File: src/rtl/alu_iterative_pkg.sv
// Shared definitions for the EX-stage ALU: operation codes, multiplier FSM states
// and default widths.
package alu_iterative_pkg;

  localparam int CRTL_LEN     = 3;
  localparam int DATA_W_DEF   = 32;
  localparam int MUL_STEP_DEF = 4;

  typedef enum logic [CRTL_LEN-1:0] {
    OP_ADD  = 3'd0,
    OP_SUB  = 3'd1,
    OP_AND  = 3'd2,
    OP_XOR  = 3'd3,
    OP_SLL  = 3'd4,
    OP_SRAI = 3'd5,
    OP_MUL  = 3'd6
  } alu_op_e;

  typedef enum logic [1:0] {
    ST_IDLE = 2'd0,
    ST_BUSY = 2'd1,
    ST_DONE = 2'd2
  } mul_state_e;

  function automatic logic is_mul(input logic [CRTL_LEN-1:0] op);
    return (op == OP_MUL);
  endfunction

endpackage

File: src/rtl/alu_iterative_if.sv
// ID/EX -> ALU -> EX/MEM signal bundle; master drives the operation, slave is the ALU.
interface alu_iterative_if
  import alu_iterative_pkg::*;
#(
  parameter int DATA_W = DATA_W_DEF
);
  logic                valid_i;
  logic [CRTL_LEN-1:0] ALUCtrl_i;
  logic [DATA_W-1:0]   data1_i;
  logic [DATA_W-1:0]   data2_i;
  logic [DATA_W-1:0]   data_o;
  logic                zero_o;
  logic                stall_o;

  modport master (
    output valid_i, ALUCtrl_i, data1_i, data2_i,
    input  data_o, zero_o, stall_o
  );

  modport slave (
    input  valid_i, ALUCtrl_i, data1_i, data2_i,
    output data_o, zero_o, stall_o
  );
endinterface

File: src/rtl/alu_iterative_mul_iter.sv
// Iterative shift-add multiplier: consumes MUL_STEP multiplier bits per cycle and
// keeps the IDLE/BUSY/DONE sequencing; only the low DATA_W product bits are kept.
module alu_iterative_mul_iter
  import alu_iterative_pkg::*;
#(
  parameter int DATA_W   = DATA_W_DEF,
  parameter int MUL_STEP = MUL_STEP_DEF
) (
  input  logic              clk_i,
  input  logic              rst_i,
  input  logic              start_i,
  input  logic [DATA_W-1:0] mcand_i,
  input  logic [DATA_W-1:0] mplier_i,
  output logic              busy_o,
  output logic              done_o,
  output logic [DATA_W-1:0] product_o
);
  localparam int STEPS = DATA_W / MUL_STEP;
  localparam int CNT_W = $clog2(STEPS) + 1;

  mul_state_e        state_q, state_d;
  logic [DATA_W-1:0] mcand_q, mcand_d;
  logic [DATA_W-1:0] mplier_q, mplier_d;
  logic [DATA_W-1:0] product_q, product_d;
  logic [CNT_W-1:0]  count_q, count_d;
  logic [DATA_W-1:0] partial_s;

  // Next-state and datapath update for one multiplier step.
  always_comb begin
    state_d   = state_q;
    mcand_d   = mcand_q;
    mplier_d  = mplier_q;
    product_d = product_q;
    count_d   = count_q;
    partial_s = (mcand_q * DATA_W'(mplier_q[MUL_STEP-1:0])) << (32'(count_q) * MUL_STEP);
    case (state_q)
      ST_IDLE: begin
        if (start_i) begin
          mcand_d   = mcand_i;
          mplier_d  = mplier_i;
          product_d = '0;
          count_d   = '0;
          state_d   = ST_BUSY;
        end else begin
          state_d   = ST_IDLE;
        end
      end
      ST_BUSY: begin
        product_d = product_q + partial_s;
        mplier_d  = mplier_q >> MUL_STEP;
        count_d   = count_q + CNT_W'(1);
        if (count_q == CNT_W'(STEPS - 1)) begin
          state_d = ST_DONE;
        end else begin
          state_d = ST_BUSY;
        end
      end
      // The finished MUL is still in ID/EX here, so never restart from DONE.
      ST_DONE: state_d = ST_IDLE;
      default: state_d = ST_IDLE;
    endcase
  end

  // State and datapath registers; reset discards any partial product.
  always_ff @(posedge clk_i or posedge rst_i) begin
    if (rst_i) begin
      state_q   <= ST_IDLE;
      mcand_q   <= '0;
      mplier_q  <= '0;
      product_q <= '0;
      count_q   <= '0;
    end else begin
      state_q   <= state_d;
      mcand_q   <= mcand_d;
      mplier_q  <= mplier_d;
      product_q <= product_d;
      count_q   <= count_d;
    end
  end

  assign busy_o    = (state_q == ST_BUSY);
  assign done_o    = (state_q == ST_DONE);
  assign product_o = product_q;

endmodule

File: src/rtl/alu_iterative.sv
// EX-stage ALU: single-cycle ops combinationally, MUL via the iterative multiplier
// with stall_o freezing the front of the pipeline until the product is ready.
module alu_iterative
  import alu_iterative_pkg::*;
#(
  parameter int DATA_W   = DATA_W_DEF,
  parameter int MUL_STEP = MUL_STEP_DEF
) (
  input logic              clk_i,
  input logic              rst_i,
  alu_iterative_if.slave   bus
);
  logic              start_s;
  logic              busy_s;
  logic              done_s;
  logic [DATA_W-1:0] product_s;
  logic [DATA_W-1:0] alu_s;
  logic [DATA_W-1:0] result_s;

  assign start_s = bus.valid_i && is_mul(bus.ALUCtrl_i);

  alu_iterative_mul_iter #(
    .DATA_W   (DATA_W),
    .MUL_STEP (MUL_STEP)
  ) u_mul (
    .clk_i     (clk_i),
    .rst_i     (rst_i),
    .start_i   (start_s),
    .mcand_i   (bus.data1_i),
    .mplier_i  (bus.data2_i),
    .busy_o    (busy_s),
    .done_o    (done_s),
    .product_o (product_s)
  );

  // Single-cycle operation mux.
  always_comb begin
    alu_s = '0;
    case (bus.ALUCtrl_i)
      OP_ADD:  alu_s = bus.data1_i + bus.data2_i;
      OP_SUB:  alu_s = bus.data1_i - bus.data2_i;
      OP_AND:  alu_s = bus.data1_i & bus.data2_i;
      OP_XOR:  alu_s = bus.data1_i ^ bus.data2_i;
      OP_SLL:  alu_s = bus.data1_i << bus.data2_i[4:0];
      OP_SRAI: alu_s = $signed(bus.data1_i) >>> bus.data2_i[4:0];
      OP_MUL:  alu_s = '0;
      default: alu_s = '0;
    endcase
  end

  // The product is presented only in the DONE cycle.
  always_comb begin
    if (done_s) begin
      result_s = product_s;
    end else begin
      result_s = alu_s;
    end
  end

  assign bus.data_o  = result_s;
  assign bus.zero_o  = (result_s == '0);
  assign bus.stall_o = busy_s || (start_s && !done_s);

endmodule

File: src/flat_wrapper.sv
// flat-port wrapper written by rule: the top's interface ports become plain ports
module alu_iterative_flat import alu_iterative_pkg::*;
#(
  parameter int DATA_W   = DATA_W_DEF,
  parameter int MUL_STEP = MUL_STEP_DEF
)
  (clk_i, rst_i, bus_valid_i, bus_ALUCtrl_i, bus_data1_i, bus_data2_i, bus_data_o, bus_zero_o, bus_stall_o);
  alu_iterative_if #(.DATA_W(DATA_W)) bus_i ();
  input logic clk_i;
  input logic rst_i;
  input wire logic [$bits(bus_i.valid_i)-1:0] bus_valid_i;
  input wire logic [$bits(bus_i.ALUCtrl_i)-1:0] bus_ALUCtrl_i;
  input wire logic [$bits(bus_i.data1_i)-1:0] bus_data1_i;
  input wire logic [$bits(bus_i.data2_i)-1:0] bus_data2_i;
  output wire logic [$bits(bus_i.data_o)-1:0] bus_data_o;
  output wire logic [$bits(bus_i.zero_o)-1:0] bus_zero_o;
  output wire logic [$bits(bus_i.stall_o)-1:0] bus_stall_o;
  assign bus_i.valid_i = bus_valid_i;
  assign bus_i.ALUCtrl_i = bus_ALUCtrl_i;
  assign bus_i.data1_i = bus_data1_i;
  assign bus_i.data2_i = bus_data2_i;
  assign bus_data_o = bus_i.data_o;
  assign bus_zero_o = bus_i.zero_o;
  assign bus_stall_o = bus_i.stall_o;
  alu_iterative #(.DATA_W(DATA_W), .MUL_STEP(MUL_STEP)) u_core (.clk_i(clk_i), .rst_i(rst_i), .bus(bus_i));
endmodule
File: config.mk
export PLATFORM = sky130hd
export DESIGN_NAME = alu_iterative_flat
export DESIGN_NICKNAME = d
export VERILOG_FILES = /design/src/rtl/alu_iterative_pkg.sv /design/src/rtl/alu_iterative_if.sv /design/src/rtl/alu_iterative_mul_iter.sv /design/src/rtl/alu_iterative.sv /design/src/flat_wrapper.sv
export SDC_FILE = /design/constraint.sdc
export NUM_CORES = 1
export LEC_CHECK = 0
export ABC_AREA = 1
export CORE_MARGIN = 2
export CORE_UTILIZATION = 35
export CTS_BUF_LIST = sky130_fd_sc_hd__clkbuf_16
export DETAILED_ROUTE_END_ITERATION = 16
export GPL_ROUTABILITY_DRIVEN = 0
export SYNTH_ARGS = -nofsm -noshare
export SYNTH_HDL_FRONTEND = slang
export SYNTH_SLANG_ARGS = --single-unit
export TNS_END_PERCENT = 5
File: constraint.sdc
create_clock -name clk_i -period 6.14 [get_ports clk_i]
set_clock_uncertainty 0.2 [all_clocks]
set_input_delay 1.228 -clock clk_i [delete_from_list [all_inputs] [get_ports clk_i]]
set_output_delay 1.228 -clock clk_i [all_outputs]
set_load 0.005 [all_outputs]
==> impl_metrics.env <==
export IMPL_crit_cells=21
export IMPL_post_synth_top_count_cell="nand2_1"
export IMPL_synth_seq_cells=102
export IMPL_crit_end="bus_data_o[9]"
export IMPL_dp_slack_ns=-1.01
export IMPL_critPathBufInv=8
export IMPL_final_cells=4316
export IMPL_p_leak_uw=0.0130
export IMPL_multi_input_area_um2=14700
export IMPL_syn_avg_cell_area_um2=5.72
export IMPL_netlist_area_leader_share_pct=22.7
export IMPL_crit_required_ns=4.71
export IMPL_final_util_pct=43.5
export IMPL_finalSetupViolations=19
export IMPL_r2r_start="u_core.u_mul.mplier_q[2]"
export IMPL_wl_um=80100
export IMPL_register_area_um2=2550
export IMPL_antenna_cells=0
export IMPL_rr_worst_depth=27
export IMPL_combPwrFrac_pct=85.1
export IMPL_synth_cell_type_count=59
export IMPL_ys_top_cells_by_count="1159 x nand2_1, 478 x inv_1, 418 x nand3_1, 226 x nor2_1, 166 x a21oi_1"
export IMPL_core_area_um2=53900
export IMPL_ys_flop_type="dfrtp_1"
export IMPL_cts_tree="yes"
export IMPL_clock_root_buffer="clkbuf_16"
export IMPL_cts_sinks=102
export IMPL_p_sw_uw=8410
export IMPL_grt_pass1_vias=21700
export IMPL_hold_violations=0
export IMPL_vias=22500
export IMPL_synth_cells=3352
export IMPL_clk_latency_ns=0.39
export IMPL_drcViolationCount=0
export IMPL_grt_overflow=0
export IMPL_critPathMostFrequentCell="nand2_1"
export IMPL_dpl_cell_count=4282
export IMPL_clkPwrFrac_pct=4.2
export IMPL_timing_final_ws_setup_ns=-0.112
export IMPL_maxCapViolations=0
export IMPL_die_area_um2=56600
export IMPL_yosysSeqAreaShare_pct=13.3
export IMPL_syn2layout_area_growth_pct=22.4
export IMPL_yosysWarnings=0
export IMPL_nets=3873
export IMPL_fin_crit_ns=6.25
export IMPL_antenna_found_initial=0
export IMPL_wl_per_cell_um=18.6
export IMPL_slowest_stage="clkdlybuf4s50_1"
export IMPL_intPower_uw=5440
export IMPL_whs_ns=0.304
export IMPL_critPathKind="primary input to output pin"
export IMPL_slew_viol_final=0
export IMPL_vias_per_cell=5.22
export IMPL_period_share_pct=102
export IMPL_startpoint="bus_ALUCtrl_i[2]"
export IMPL_violations="setup timing"
export IMPL_worstPathArrival_ns=4.82
export IMPL_synth_nets=3610
export IMPL_grt_total_usage_pct=28.2
export IMPL_grt_max_degree=72
export IMPL_setup_tns_ns=-1.17
export IMPL_cp_slowest_stage_delay_ns=0.50
export IMPL_rsz0062_at_grt="yes"
export IMPL_status="complete, but fails checks"
export IMPL_setup_worst_path_start_class="primary input"
export IMPL_tightest_slew_ns=1.14
export IMPL_syn_area_um2=19200
export IMPL_crit_path_end_kind="output pin"
export IMPL_sw_frac_of_total_pct=60.7
export IMPL_drive_gt1_share_pct=14.8
export IMPL_cts_buffers=9
export IMPL_r2r_slack_ns=0.19
export IMPL_clk_path_buf_depth=2
export IMPL_synth_edf_count=0
export IMPL_nFillCells=5906
export IMPL_cts_hold_fix_buffers=0
export IMPL_start_util_pct=35.5
export IMPL_ir_drop_v=0.000312
export IMPL_cts_max_level=3
export IMPL_slew_headroom_pct=24.2
export IMPL_die_h_um=238
export IMPL_io_buffer_count=103
export IMPL_pwr_share_seq_pct=10.6
export IMPL_dr_pass1_iters=7
export IMPL_synthArstFlopShare_pct=100
export IMPL_grt_first_pass_wirelength_um=123000
export IMPL_cp_max_fo=6
export IMPL_hp_class="register to register"
export IMPL_die_width_um=238
export IMPL_ant_nets=0
export IMPL_p_per_area_nw_per_um2=590
export IMPL_io_pins=104
export IMPL_drtIter0Drc=2241
export IMPL_synth_area_leaders="nand2_1 23%, dfrtp_1 13%, nand3_1 11%, inv_1 9.4%, ha_1 8.4%"
export IMPL_crit_chain="clkdlybuf4s50_1, inv_2, nand2_2, inv_4, or2_2, xor2_1, inv_1, ha_1, nand2_1, inv_1, nand2_1, nand2_1, nand2_1, nand3_2, or2_2, nand3_1, nand3b_1, a21oi_2, buf_4, inv_1, clkdlybuf4s50_1"
export IMPL_r2r_end="u_core.u_mul.product_o[28]"
export IMPL_yosysTopAreaCell="nand2_1"
export IMPL_cts_clk_slew_worst_paths_ns=0.07
export IMPL_num_rows=85
export IMPL_crit_family="simple AND/OR/NAND/NOR gates"
export IMPL_fmax_mhz=160
export IMPL_place_hpwl_um=65800
per-layer routing:
layer  vias up  wire [um]  global-route usage (%)
met3       230       5660                    4.06
met5         -          0                       0
met1     10200      32400                    34.5
met4         0       5920                    18.4
met2       878      36100                    46.3
li1      11200          -                       -
worst register-to-register path, stage by stage, from the launching register on:
cell	delay [ns]
dfrtp_1	0.56
buf_4	0.28
nand2_1	0.08
inv_1	0.05
fa_1	0.51
inv_1	0.05
fa_1	0.48
inv_1	0.04
ha_1	0.33
nand2_1	0.12
nor2_1	0.21
and2_1	0.16
nand2_1	0.05
nand2_1	0.16
xor2_1	0.23
nor2_1	0.06
a31oi_1	0.26
o21ai_0	0.14
a21oi_1	0.30
ha_1	0.34
a21oi_1	0.19
o21ai_0	0.17
a21oi_1	0.14
nand2_1	0.13
nand2_1	0.09
nand3_1	0.09
o21ai_0	0.26
o21ai_0	0.13
logic make-up (layout without fill, tap and decap cells):
family / count (synthesis) / after routing / synth area share (%)
DFF: 102 / 102 / 13.3
and+or+nand+nor: 1952 / 1952 / 43.8
buffers and inverters: 622 / 890 / 13.1
AOI/OAI and AO/OA: 425 / 425 / 12.3
adders and majority gates: 188 / 188 / 14.6
xor gates and xnor gates: 61 / 61 / 2.79
muxes: 2 / 2 / 0.104
layout make-up:
class / instances / area share, %
multi-input cells: 2628 / 62.8
flip-flops and latches: 102 / 10.9
repair buffers: 386 / 13.4
clock inverters: 7 / 0.283
well taps: 696 / 3.71
inverters: 488 / 7.88
clock buffers: 9 / 0.960
state kept, by name (all words and copies together), names as in the netlist:
name,flops
u_core.u_mul.state_q,2
u_core.u_mul.mcand_q,32
u_core.u_mul.count_q,4
u_core.u_mul.product_o,32
u_core.u_mul.mplier_q,32
layout by cell type (no fill, tap or decap), types with 7 or more instances in the layout:
cell / instances
a21oi_1: 137
a21oi_2: 29
a31oi_1: 32
buf_4: 283
clkbuf_16: 9
clkdlybuf4s50_1: 89
dfrtp_1: 102
fa_1: 59
ha_1: 122
inv_1: 468
inv_2: 13
nand2_1: 1126
nand2_2: 52
nand2_4: 17
nand3_1: 389
nand3_2: 48
nand3b_1: 10
nand4_1: 31
nor2_1: 200
nor2_2: 18
nor2_4: 13
nor3_1: 18
o211ai_1: 8
o21a_1: 7
o21ai_0: 133
o21ai_1: 22
o21bai_1: 15
o22ai_1: 12
or2_2: 9
xnor2_1: 15
xor2_1: 43
how the worst min path moves through the flow:
stage	cells after the start	slack, ns	start	endpoint
6_report	2	0.30	u_core.u_mul.mplier_q[30]	u_core.u_mul.mplier_q[30]
5_1_grt	2	0.35	u_core.u_mul.mcand_q[31]	u_core.u_mul.mcand_q[31]
4_1_cts	2	0.31	u_core.u_mul.mplier_q[30]	u_core.u_mul.mplier_q[30]
3_5_place_dp	2	0.29	u_core.u_mul.mplier_q[30]	u_core.u_mul.mplier_q[30]
3_3_place_gp	2	0.27	u_core.u_mul.mplier_q[30]	u_core.u_mul.mplier_q[30]
2_1_floorplan	2	0.24	u_core.u_mul.mplier_q[29]	u_core.u_mul.mplier_q[29]
power groups by stage:
stage / Combinational [uW] / Clock (uW) / Sequential [uW]
after floorplan: 8120 / 0 / 1230
after global placement: 11400 / 0 / 1460
after detailed placement: 11500 / 0 / 1460
after CTS: 11600 / 603 / 1450
after global routing: 13300 / 627 / 1510
final: 11800 / 588 / 1470
through the flow:
stage,total power [uW],area (um2)
floorplan,9350,19200
global placement,12900,22400
detailed placement,13000,22400
CTS,13700,23100
global route,15400,23500
finish,13800,23500
repair_timing:
action,4_1_cts,5_1_grt
resized for setup,108,90
pin swaps,50,52
buffers inserted,11,7
endpoints found under the setup margin,32,46
No activity file was read; power rests on OpenSTA's default activity.
